[src/rtl/output_pkg.sv]
// Shared constants and state encoding for the output frame controller.
// Latency: n/a (package only).
// Backpressure: n/a (package only).
package output_pkg;

  localparam int DATA_WIDTH = 8;
  localparam int ADDR_WIDTH = 4;
  localparam int DEPTH      = 2 ** ADDR_WIDTH;

  typedef enum logic [1:0] {FILL, PRIME, DRAIN} out_state_t;

endpackage

[src/rtl/output_frame_ctrl.sv]
// Fills a 16-entry output RAM with one frame, then drains it downstream in order.
// Latency: last input accept at T -> first out_valid in cycle T+2; drain 1 byte/cycle.
// Backpressure: in_ready=0 for the whole PRIME/DRAIN phase; out_ready=0 holds the read address.
//
// Ports:
//   clk, rst                         single clock, synchronous active-high reset
//   in_data/in_valid/in_last/in_ready   upstream byte stream (valid/ready)
//   ram_addr/ram_data/ram_we/ram_q   external RAM with registered read address
//   out_data/out_valid/out_last/out_ready  downstream byte stream (valid/ready)
//   frame_len                        byte count of the last closed frame (1..16)
module output_frame_ctrl #(
  parameter int DATA_WIDTH = output_pkg::DATA_WIDTH,
  parameter int ADDR_WIDTH = output_pkg::ADDR_WIDTH
) (
  input  logic                  clk,
  input  logic                  rst,
  input  logic [DATA_WIDTH-1:0] in_data,
  input  logic                  in_valid,
  input  logic                  in_last,
  output logic                  in_ready,
  output logic [ADDR_WIDTH-1:0] ram_addr,
  output logic [DATA_WIDTH-1:0] ram_data,
  output logic                  ram_we,
  input  logic [DATA_WIDTH-1:0] ram_q,
  output logic [DATA_WIDTH-1:0] out_data,
  output logic                  out_valid,
  output logic                  out_last,
  input  logic                  out_ready,
  output logic [ADDR_WIDTH:0]   frame_len
);

  localparam int DEPTH = 2 ** ADDR_WIDTH;

  import output_pkg::*;

  out_state_t            state;
  logic [ADDR_WIDTH-1:0] wr_ptr;
  logic [ADDR_WIDTH-1:0] rd_ptr;
  logic [ADDR_WIDTH:0]   len;

  logic in_fire;
  logic out_fire;
  logic at_last;

  // rd_ptr is zero-extended so a 16-byte frame (len=16) compares correctly.
  assign at_last  = ({1'b0, rd_ptr} == (len - (ADDR_WIDTH+1)'(1)));
  assign in_fire  = in_valid & in_ready;
  assign out_fire = out_valid & out_ready;

  assign frame_len = len;

  always_ff @(posedge clk) begin
    if (rst) begin
      state  <= FILL;
      wr_ptr <= '0;
      rd_ptr <= '0;
      len    <= '0;
    end else begin
      case (state)
        FILL: begin
          if (in_fire) begin
            // The 16th beat closes the frame even without in_last, so the
            // write pointer never wraps within a frame.
            if (in_last || (wr_ptr == ADDR_WIDTH'(DEPTH-1))) begin
              len    <= {1'b0, wr_ptr} + (ADDR_WIDTH+1)'(1);
              wr_ptr <= '0;
              state  <= PRIME;
            end else begin
              wr_ptr <= wr_ptr + ADDR_WIDTH'(1);
            end
          end
        end
        PRIME: begin
          rd_ptr <= '0;
          state  <= DRAIN;
        end
        DRAIN: begin
          if (out_fire) begin
            if (at_last) begin
              rd_ptr <= '0;
              state  <= FILL;
            end else begin
              rd_ptr <= rd_ptr + ADDR_WIDTH'(1);
            end
          end
        end
        default: state <= FILL;
      endcase
    end
  end

  always_comb begin
    in_ready  = 1'b0;
    ram_we    = 1'b0;
    ram_addr  = '0;
    ram_data  = in_data;
    out_valid = 1'b0;
    out_last  = 1'b0;
    out_data  = ram_q;
    case (state)
      FILL: begin
        in_ready = 1'b1;
        ram_we   = in_valid;
        ram_addr = wr_ptr;
      end
      PRIME: begin
        // Present address 0 so ram_q holds byte 0 on the first DRAIN cycle.
        ram_addr = '0;
      end
      DRAIN: begin
        out_valid = 1'b1;
        out_last  = at_last;
        // Look one address ahead on a handshake so ram_q tracks rd_ptr next
        // cycle; holding the address on a stall keeps out_data stable.
        ram_addr  = out_fire ? (rd_ptr + ADDR_WIDTH'(1)) : rd_ptr;
      end
      default: ;
    endcase
    if (rst) begin
      in_ready  = 1'b0;
      ram_we    = 1'b0;
      out_valid = 1'b0;
      out_last  = 1'b0;
    end
  end

endmodule

[config.mk]
export PLATFORM = sky130hd
export DESIGN_NAME = output_frame_ctrl
export DESIGN_NICKNAME = d
export VERILOG_FILES = /design/src/rtl/output_pkg.sv /design/src/rtl/output_frame_ctrl.sv
export SDC_FILE = /design/constraint.sdc
export NUM_CORES = 1
export LEC_CHECK = 0
export BUFFER_PORTS_ARGS = -buffer_cell sky130_fd_sc_hd__buf_2
export CAP_MARGIN = 15
export CORE_ASPECT_RATIO = 0.7
export CORE_UTILIZATION = 30
export CTS_CLUSTER_SIZE = 30
export DETAILED_ROUTE_END_ITERATION = 7
export HOLD_SLACK_MARGIN = 0.08
export PLACE_DENSITY_LB_ADDON = 0.08
export SLEW_MARGIN = 0
export SYNTH_ARGS = -nofsm -noshare
export SYNTH_HDL_FRONTEND = slang
export SYNTH_SLANG_ARGS = --single-unit
[constraint.sdc]
create_clock -name clk -period 1.6 [get_ports clk]
set_clock_uncertainty 0.15 [all_clocks]
set_input_delay 0.24 -clock clk [delete_from_list [all_inputs] [get_ports clk]]
set_output_delay 0.24 -clock clk [all_outputs]
set_load 0.01 [all_outputs]
## Word-level counts from Yosys, hierarchy flattened

Cells that the tools add are included.

- Bits in latches: 0
- Memories kept: 0
- Input port bits: 21
- Word-level logic and storage cells: 44
- Memory bits (read-only): 0
- Memory bits (writable): 0
- Output and inout bits: 29
- Register bits after elaboration: 15

- Bitwise gates (word level): 2
- Magnitude comparators: 0
- Shift-type cells: 0
- Reduce and logical (&&, ||, !) cells: 7
- Div/mod/pow operators: 0
- Add/subtract/negate cells: 4
- Multiplexer cells: 19
- Eq/ne operators: 8
- $mul: 0

Operator list:

| kind | count |
|---|---|
| 4-bit two-way mux | 4 |
| 4-bit case mux with 2 select lines | 2 |
| 4-bit by 1-bit adder with 4-bit output, second input constant | 2 |
| 1-bit two-way mux | 8 |
| 2-bit two-way mux | 4 |
| 2-bit inequality test, second input constant | 4 |
| 2-bit case mux with 3 select lines | 1 |
| 4-bit by 1-bit adder with 5-bit output, second input constant | 1 |
| 4-bit by 5-bit == test with 1-bit output | 1 |
| 5-bit by 1-bit subtractor with 5-bit output, second input constant | 1 |
| 4-bit == test, second input constant | 1 |
| 2-bit AND reduction | 2 |
| 4-bit AND reduction | 1 |
| 3-bit AND reduction | 1 |
| 1-bit bitwise AND | 2 |
| 2-bit by 1-bit == test with 1-bit output, second input constant | 1 |
| 2-bit == test, second input constant | 1 |
| 2-bit zero test | 1 |
| 2-bit nonzero test | 1 |
| 1-bit logical OR | 1 |

## Longest topological paths before layout

Gate-level depths: netlist of run 1.

- Depth after elaboration: 6
- Depth in mapped cells: 7
- Gate-level depth less buffers: 6

## Worst setup path before layout of run 1

No wires, ideal clock.

- Kind: register to output
- From: reg len[0] (netlist: frame_len[0])
- To: out out_last
- Data required time: 1210 ps
- Buffers on the path: 0
- Cell stages (with the launch flop): 7
- Slack: -213 ps
- Data arrival time: 1423 ps
- Cells stage by stage: dfxtp_1 inv_1 ha_1 nor3b_1 xor2_1 nor3_1 and2_1

- Cells in the longest elaborated chain, start to end: 4

Ends and longest elaborated chain:

| what | RTL line | RTL |
|---|---|---|
| start: declaration | output_frame_ctrl.sv:39 | `logic [ADDR_WIDTH:0] len;` |
| start signal: assignment | output_frame_ctrl.sv:65 | `len <= {1'b0, wr_ptr} + (ADDR_WIDTH+1)'(1);` |
| 5-bit by 1-bit subtractor with 5-bit output | output_frame_ctrl.sv:46 | `assign at_last = ({1'b0, rd_ptr} == (len - (ADDR_WIDTH+1)'(1)));` |
| 4-bit by 5-bit == test with 1-bit output | output_frame_ctrl.sv:46 |  |
| 1-bit two-way mux | output_frame_ctrl.sv:100 | `case (state)` |
| 1-bit two-way mux | output_frame_ctrl.sv:119 | `if (rst) begin` |
| end: declaration | output_frame_ctrl.sv:27 | `output logic out_last,` |

Every way passes these cells.

## Final worst setup path of run 1

- From: reg len[1] (netlist: frame_len[1])
- To: out out_last

The elaborated chain is that of the path after synthesis.

==> run metrics, run 1 <==
outcome=finished, violations left; failing checks=negative setup slack; Cell Rows=17; Initial DRC Count=43; # DRC=0; Final Hold Viols=0; post-placement cell area=about 1300 um^2; Avg Synthesized Cell Area=8.33 um^2; Synth Warn #=0; H-tree Lvls=1; proportion of layout cells with a drive suffix above 1=66.0%; worst r2r path cells=8; vias in the first global route=941; worst-case vdd ir drop=0.389 mV; Seq cells post-synth=15; drt via density=between 4 and 5; Slowest cell on crit path=dfxtp_2; Crit Path Class=flip-flop to output port; register area=322 um^2; Total GRT Usage=roughly 17%; cell area after layout=1730 um^2; syn nets=between 150 and 200; synth top area cells=dfxtp_1 28%, buf_4 11%, nand2_1 4.2%; CTS Buffer Depth=2; PortBufs=17; Final WS setup=-0.418 ns; Max-slew headroom=77.0%; RR Endpoint=rd_ptr[1]; post-route ant nets=0; total gr overflow=0; final wirelength=3170 um; wire per inst=15.2 um; Buf/Inv on CP=2; P&R area growth vs syn=59.9%; global-route wire length before repair=4720 um; Post-Synthesis Cells=130; Die Wd=73.8 um; initial core utilization=32.8%; area of the mapped netlist=1080 um^2; Reg2Reg Setup Slack=-0.24 ns; final setup vio count=18; worst skew pair latency=0.25 ns; pin count of the biggest net entering global routing=11; max_cap viols=0; RSZ-0062 raised after global routing=true; EDFF count, synth=0; CP top delay family=simple AND/OR/NAND/NOR gates; Layout fillers=310; Power Density=552 nW/um^2; Least-Margin Pin Slew=0.343 ns; Leak=0.692 nW; Slew Viols, Final=0; CP Launch Point=frame_len[1]; clk root buf=clkbuf_8; Boundary Pins=50; Yosys cell types=40; Min-Delay Path Depth=4; Worst EP arrival=1.63 ns; crit path cell chain=inv_2 -> ha_4 -> nor3b_4 -> xor2_2 -> nor3_4 -> and2_4 -> buf_6; Detailed Place HPWL=2070 um; Synth top area share=27.7%; reg-to-reg startpoint=frame_len[0]; crit share post-route=126%; Max FO, Critical Path=2; Worst Min Path Start=in_last; Post-synth top flop=dfxtp_1; pre-CTS setup slack=-0.304 ns; CP Data Required Time=between 1 and 1.5 ns; Die ar.=just under 4000 um^2; n_diodes=0; core area=3300 um^2; top cells by count, synth=16 x buf_4, 15 x dfxtp_1, 12 x nand2_1; cts bufs inserted=3; multi-input logic area=873 um^2; Worst-path clk slew=0.07 ns; Critical Path Max Stage Delay=about 0.33 ns; count leader, synth=buf_4; minimum clock period=2.02 ns; vias after detailed routing=1024; Synth async-reset ratio=0%; Hold Path End=frame_len[4]; initial antenna violation count=0; CTS tree=built; Setup crit end kind=output port; Die Span Y=around 52 um; clock sink count=15; Pre-antenna DRT Iters=4; FMAX=495 MHz; register area share after synthesis=27.7%; Hold WC Path Type=input pin to flip-flop; biggest area consumer among synthesized cells=dfxtp_1; Layout Nets=187; CP startpoint kind=flip-flop; Hold WS=0.180 ns; Placer Congestion=~0.84
-- kinds of logic (layout without fill, tap and decap cells) --
family | after synthesis | count (layout) | share of synthesized area [%]
adders and majority gates | 3 | 3 | 3.47
and+or+nand+nor | 45 | 45 | 23.6
DFF | 15 | 15 | 27.7
xor gates and xnor gates | 10 | 10 | 9.36
muxes | 1 | 1 | 0.925
buffers and inverters | 27 | 59 | 16.5
AOI/OAI and AO/OA | 29 | 29 | 18.4
-- cells in the final DEF, fill, tap and decap left out, types with 3 or more instances in the layout --
master    netlist  routed
nand2_1        12       8
o21ai_2         0       3
clkbuf_8        0       3
buf_2           1      14
nand2_2         0       4
dfxtp_4         0       4
xnor2_1         5       3
nor2b_1         6       4
buf_6           2      13
dfxtp_1        15       6
nor2_1          7       5
dfxtp_2         0       5
a21oi_1         6       4
and2_4          0       3
buf_4          16      22
-- how the worst max path moves through the flow --
stage | endpoint | slack [ns] | cells after the start
floorplan | out_last | -0.13 | 6
global placement | rd_ptr[2] | -0.30 | 6
detailed placement | out_last | -0.30 | 7
CTS | out_last | -0.40 | 7
global route | out_last | -0.53 | 7
finish | out_last | -0.42 | 7
-- layout make-up --
type                       count  area share [%]
multi-input combinational     88            50.5
timing repair buffer          51            23.8
sequential                    15            18.6
tap                           47            3.40
clock buffer                   4            2.60
inverter                       4            1.16
-- where the power goes --
part,leakage [nW],total (mW),internal [mW],switching [mW]
combinational,0.543,0.242,0.118,0.124
clock,0.0228,0.323,0.177,0.146
sequential,0.127,0.391,0.379,0.0118
total,0.692,0.956,0.674,0.282
-- flip-flops by register name, indices dropped and copies added (netlist names) --
signal,cells
rd_ptr,4
wr_ptr,4
frame_len,5
state,2
-- layer usage --
metal | global-route usage (%) | part of all wire, %
met1 | 25.1 | 49
met2 | 22.6 | 43
met3 | 5.00 | 6.3
met4 | 5.13 | 1.4
met5 | 0 | 0
-- through the flow --
step	total power, mW	instances	utilization, %	setup TNS [ns]
after floorplan	0.542	130	-	-0.489
after global placement	0.559	193	39.0	-1.09
after detailed placement	0.560	193	39.0	-1.31
after CTS	0.929	204	47.0	-2.37
after global routing	0.997	209	52.5	-4.10
final	0.956	209	52.5	-2.90
-- worst min-delay path, cell delays in order --
cell,delay (ns)
buf_2,0.13
nand2_1,0.05
nand2_1,0.05
a21oi_1,0.06
-- repair_timing --
item | in CTS | in global routing
setup endpoints to repair | 16 | 21
setup buffers | 6 | 6
resized for setup | 39 | 32
pin swaps | 18 | 17
endpoints found under the hold margin | 1 | 0
hold buffers | 1 | 0
gates cloned | 0 | 0
(Power assumes the default switching activity.)
==> run 2, diff against run 1 <==
--- a/config.mk
+++ b/config.mk
@@ -8,11 +8,12 @@
 export BUFFER_PORTS_ARGS = -buffer_cell sky130_fd_sc_hd__buf_2
 export CAP_MARGIN = 15
 export CORE_ASPECT_RATIO = 0.7
-export CORE_UTILIZATION = 30
+export CORE_UTILIZATION = 41
 export CTS_CLUSTER_SIZE = 30
 export DETAILED_ROUTE_END_ITERATION = 7
 export HOLD_SLACK_MARGIN = 0.08
 export PLACE_DENSITY_LB_ADDON = 0.08
+export SETUP_SLACK_MARGIN = 0.3
 export SLEW_MARGIN = 0
 export SYNTH_ARGS = -nofsm -noshare
 export SYNTH_HDL_FRONTEND = slang
==> run metrics, run 2 (same netlist as run 1, synthesis figures left out) <==
Worst EP arrival=1.67 ns; max_cap viols=0; P&R area growth vs syn=67.2%; PortBufs=17; outcome=finished, violations left; Max-slew headroom=73.7%; pre-CTS setup slack=-0.258 ns; Setup crit end kind=output port; reg-to-reg startpoint=frame_len[0]; initial core utilization=43.7%; Final WS setup=-0.458 ns; Die Wd=about 63 um; Overall Power=970 uW; Power Density=536 nW/um^2; worst r2r path cells=8; Buf/Inv on CP=2; Die Span Y=45.0 um; Critical Path Max Stage Delay=0.36 ns; Placer Congestion=about 0.77; CTS tree=built; Total GRT Usage=roughly a quarter; worst skew pair latency=0.25 ns; n_diodes=0; Die ar.=2850 um^2; Slowest cell on crit path=dfxtp_4; vias in the first global route=1007; Reg2Reg Setup Slack=-0.25 ns; Hold WC Path Type=input pin to flip-flop; RSZ-0062 raised after global routing=true; Final Instance Count excl. Fillers=206; Cell Rows=15; minimum clock period=2.06 ns; Boundary Pins=50; clk root buf=clkbuf_8; CTS Buffer Depth=2; crit share post-route=129%; Final Hold Viols=0; drt via density=around 5.5; cts bufs inserted=3; crit path cell chain=inv_4 -> ha_4 -> xor2_2 -> nand3_2 -> nor3_4 -> and2_4 -> buf_6; CP Launch Point=frame_len[0]; global-route wire length before repair=5050 um; RR Endpoint=rd_ptr[2]; Initial DRC Count=55; TNS Setup=-2.43 ns; proportion of layout cells with a drive suffix above 1=68.0%; commonest non-fill, non-tap cell in the layout=buf_4; Hold-fix buffers, CTS=0; CP top delay family=simple AND/OR/NAND/NOR gates; worst-case vdd ir drop=0.418 mV; # DRC=0; CP Depth=7; H-tree Lvls=1; Max FO, Critical Path=2; post-placement cell area=roughly 1300 um^2; pin count of the biggest net entering global routing=10; Crit Path Class=flip-flop to output port; Detailed Place HPWL=2020 um; Least-Margin Pin Slew=0.392 ns; final wirelength=~3500 um; failing checks=negative setup slack; Slew Viols, Final=0; FMAX=486 MHz; vias after detailed routing=1132; Cells after DPL=around 180; most frequent cells in the layout=26 x buf_4, 21 x buf_6, 13 x buf_2, 8 x nand2_1, 7 x dfxtp_2; Leak=0.740 nW; Pre-antenna DRT Iters=4; CP startpoint kind=flip-flop; number of flip-flops in the largest register=5; Finished Core Util=between 70 and 80%; cell area after layout=~1800 um^2; wire per inst=17.0 um; core area=2480 um^2; total gr overflow=0; initial antenna violation count=0; post-route ant nets=0; Worst-path clk slew=about 0.060 ns; CP Data Required Time=1.21 ns; Layout Nets=roughly 200; clock sink count=15; final setup vio count=19; crit path capture=out_last; Hold WS=0.108 ns
-- run 2: layer usage --
layer / wire, um / GRT usage, %
met1: 1660 / 32.4
met4: 59 / 5.91
met2: 1600 / 38.1
met5: 0 / 0
met3: 184 / 4.80
-- run 2: worst min path at each step --
| stage | startpoint | end | slack, ns | cells past startpoint |
|---|---|---|---|---|
| after floorplan | out_ready | state[1] | 0.20 | 1 |
| after global placement | out_ready | state[1] | 0.33 | 2 |
| after detailed placement | ram_q[0] | out_data[0] | 0.33 | 0 |
| after CTS | out_ready | state[1] | 0.09 | 2 |
| after global routing | out_ready | state[1] | 0.10 | 2 |
| final | out_ready | state[1] | 0.11 | 2 |
-- run 2: where the power goes --
| part | leakage [nW] | switching [mW] | internal, mW |
|---|---|---|---|
| clock network | 0.0228 | 0.130 | 0.176 |
| registers | 0.126 | 0.0137 | 0.383 |
| logic | 0.591 | 0.134 | 0.133 |
| total | 0.740 | 0.278 | 0.692 |
-- run 2: area by class of cell --
type | count | area [um^2]
clock buffer | 4 | 45.0
fill | 179 | 668
inverter | 4 | 22.5
multi-input combinational | 88 | 866
sequential | 15 | 317
tap | 34 | 42.5
timing repair buffer | 61 | 517
-- run 2: timing repair --
item                       4_1_cts  5_1_grt
pin swaps                       15       10
gates resized for setup         42       25
setup buffers                   13        7
cloned                           0        0
setup endpoints to repair       24       24
-- run 2: worst reg2reg max path: stages (launching register included) --
cell and delay, ns:
dfxtp_4 0.36, inv_4 0.03, ha_4 0.26, xor2_2 0.15
nand3_2 0.13, buf_6 0.15, buf_6 0.13, o311ai_4 0.23
o211ai_1 0.13
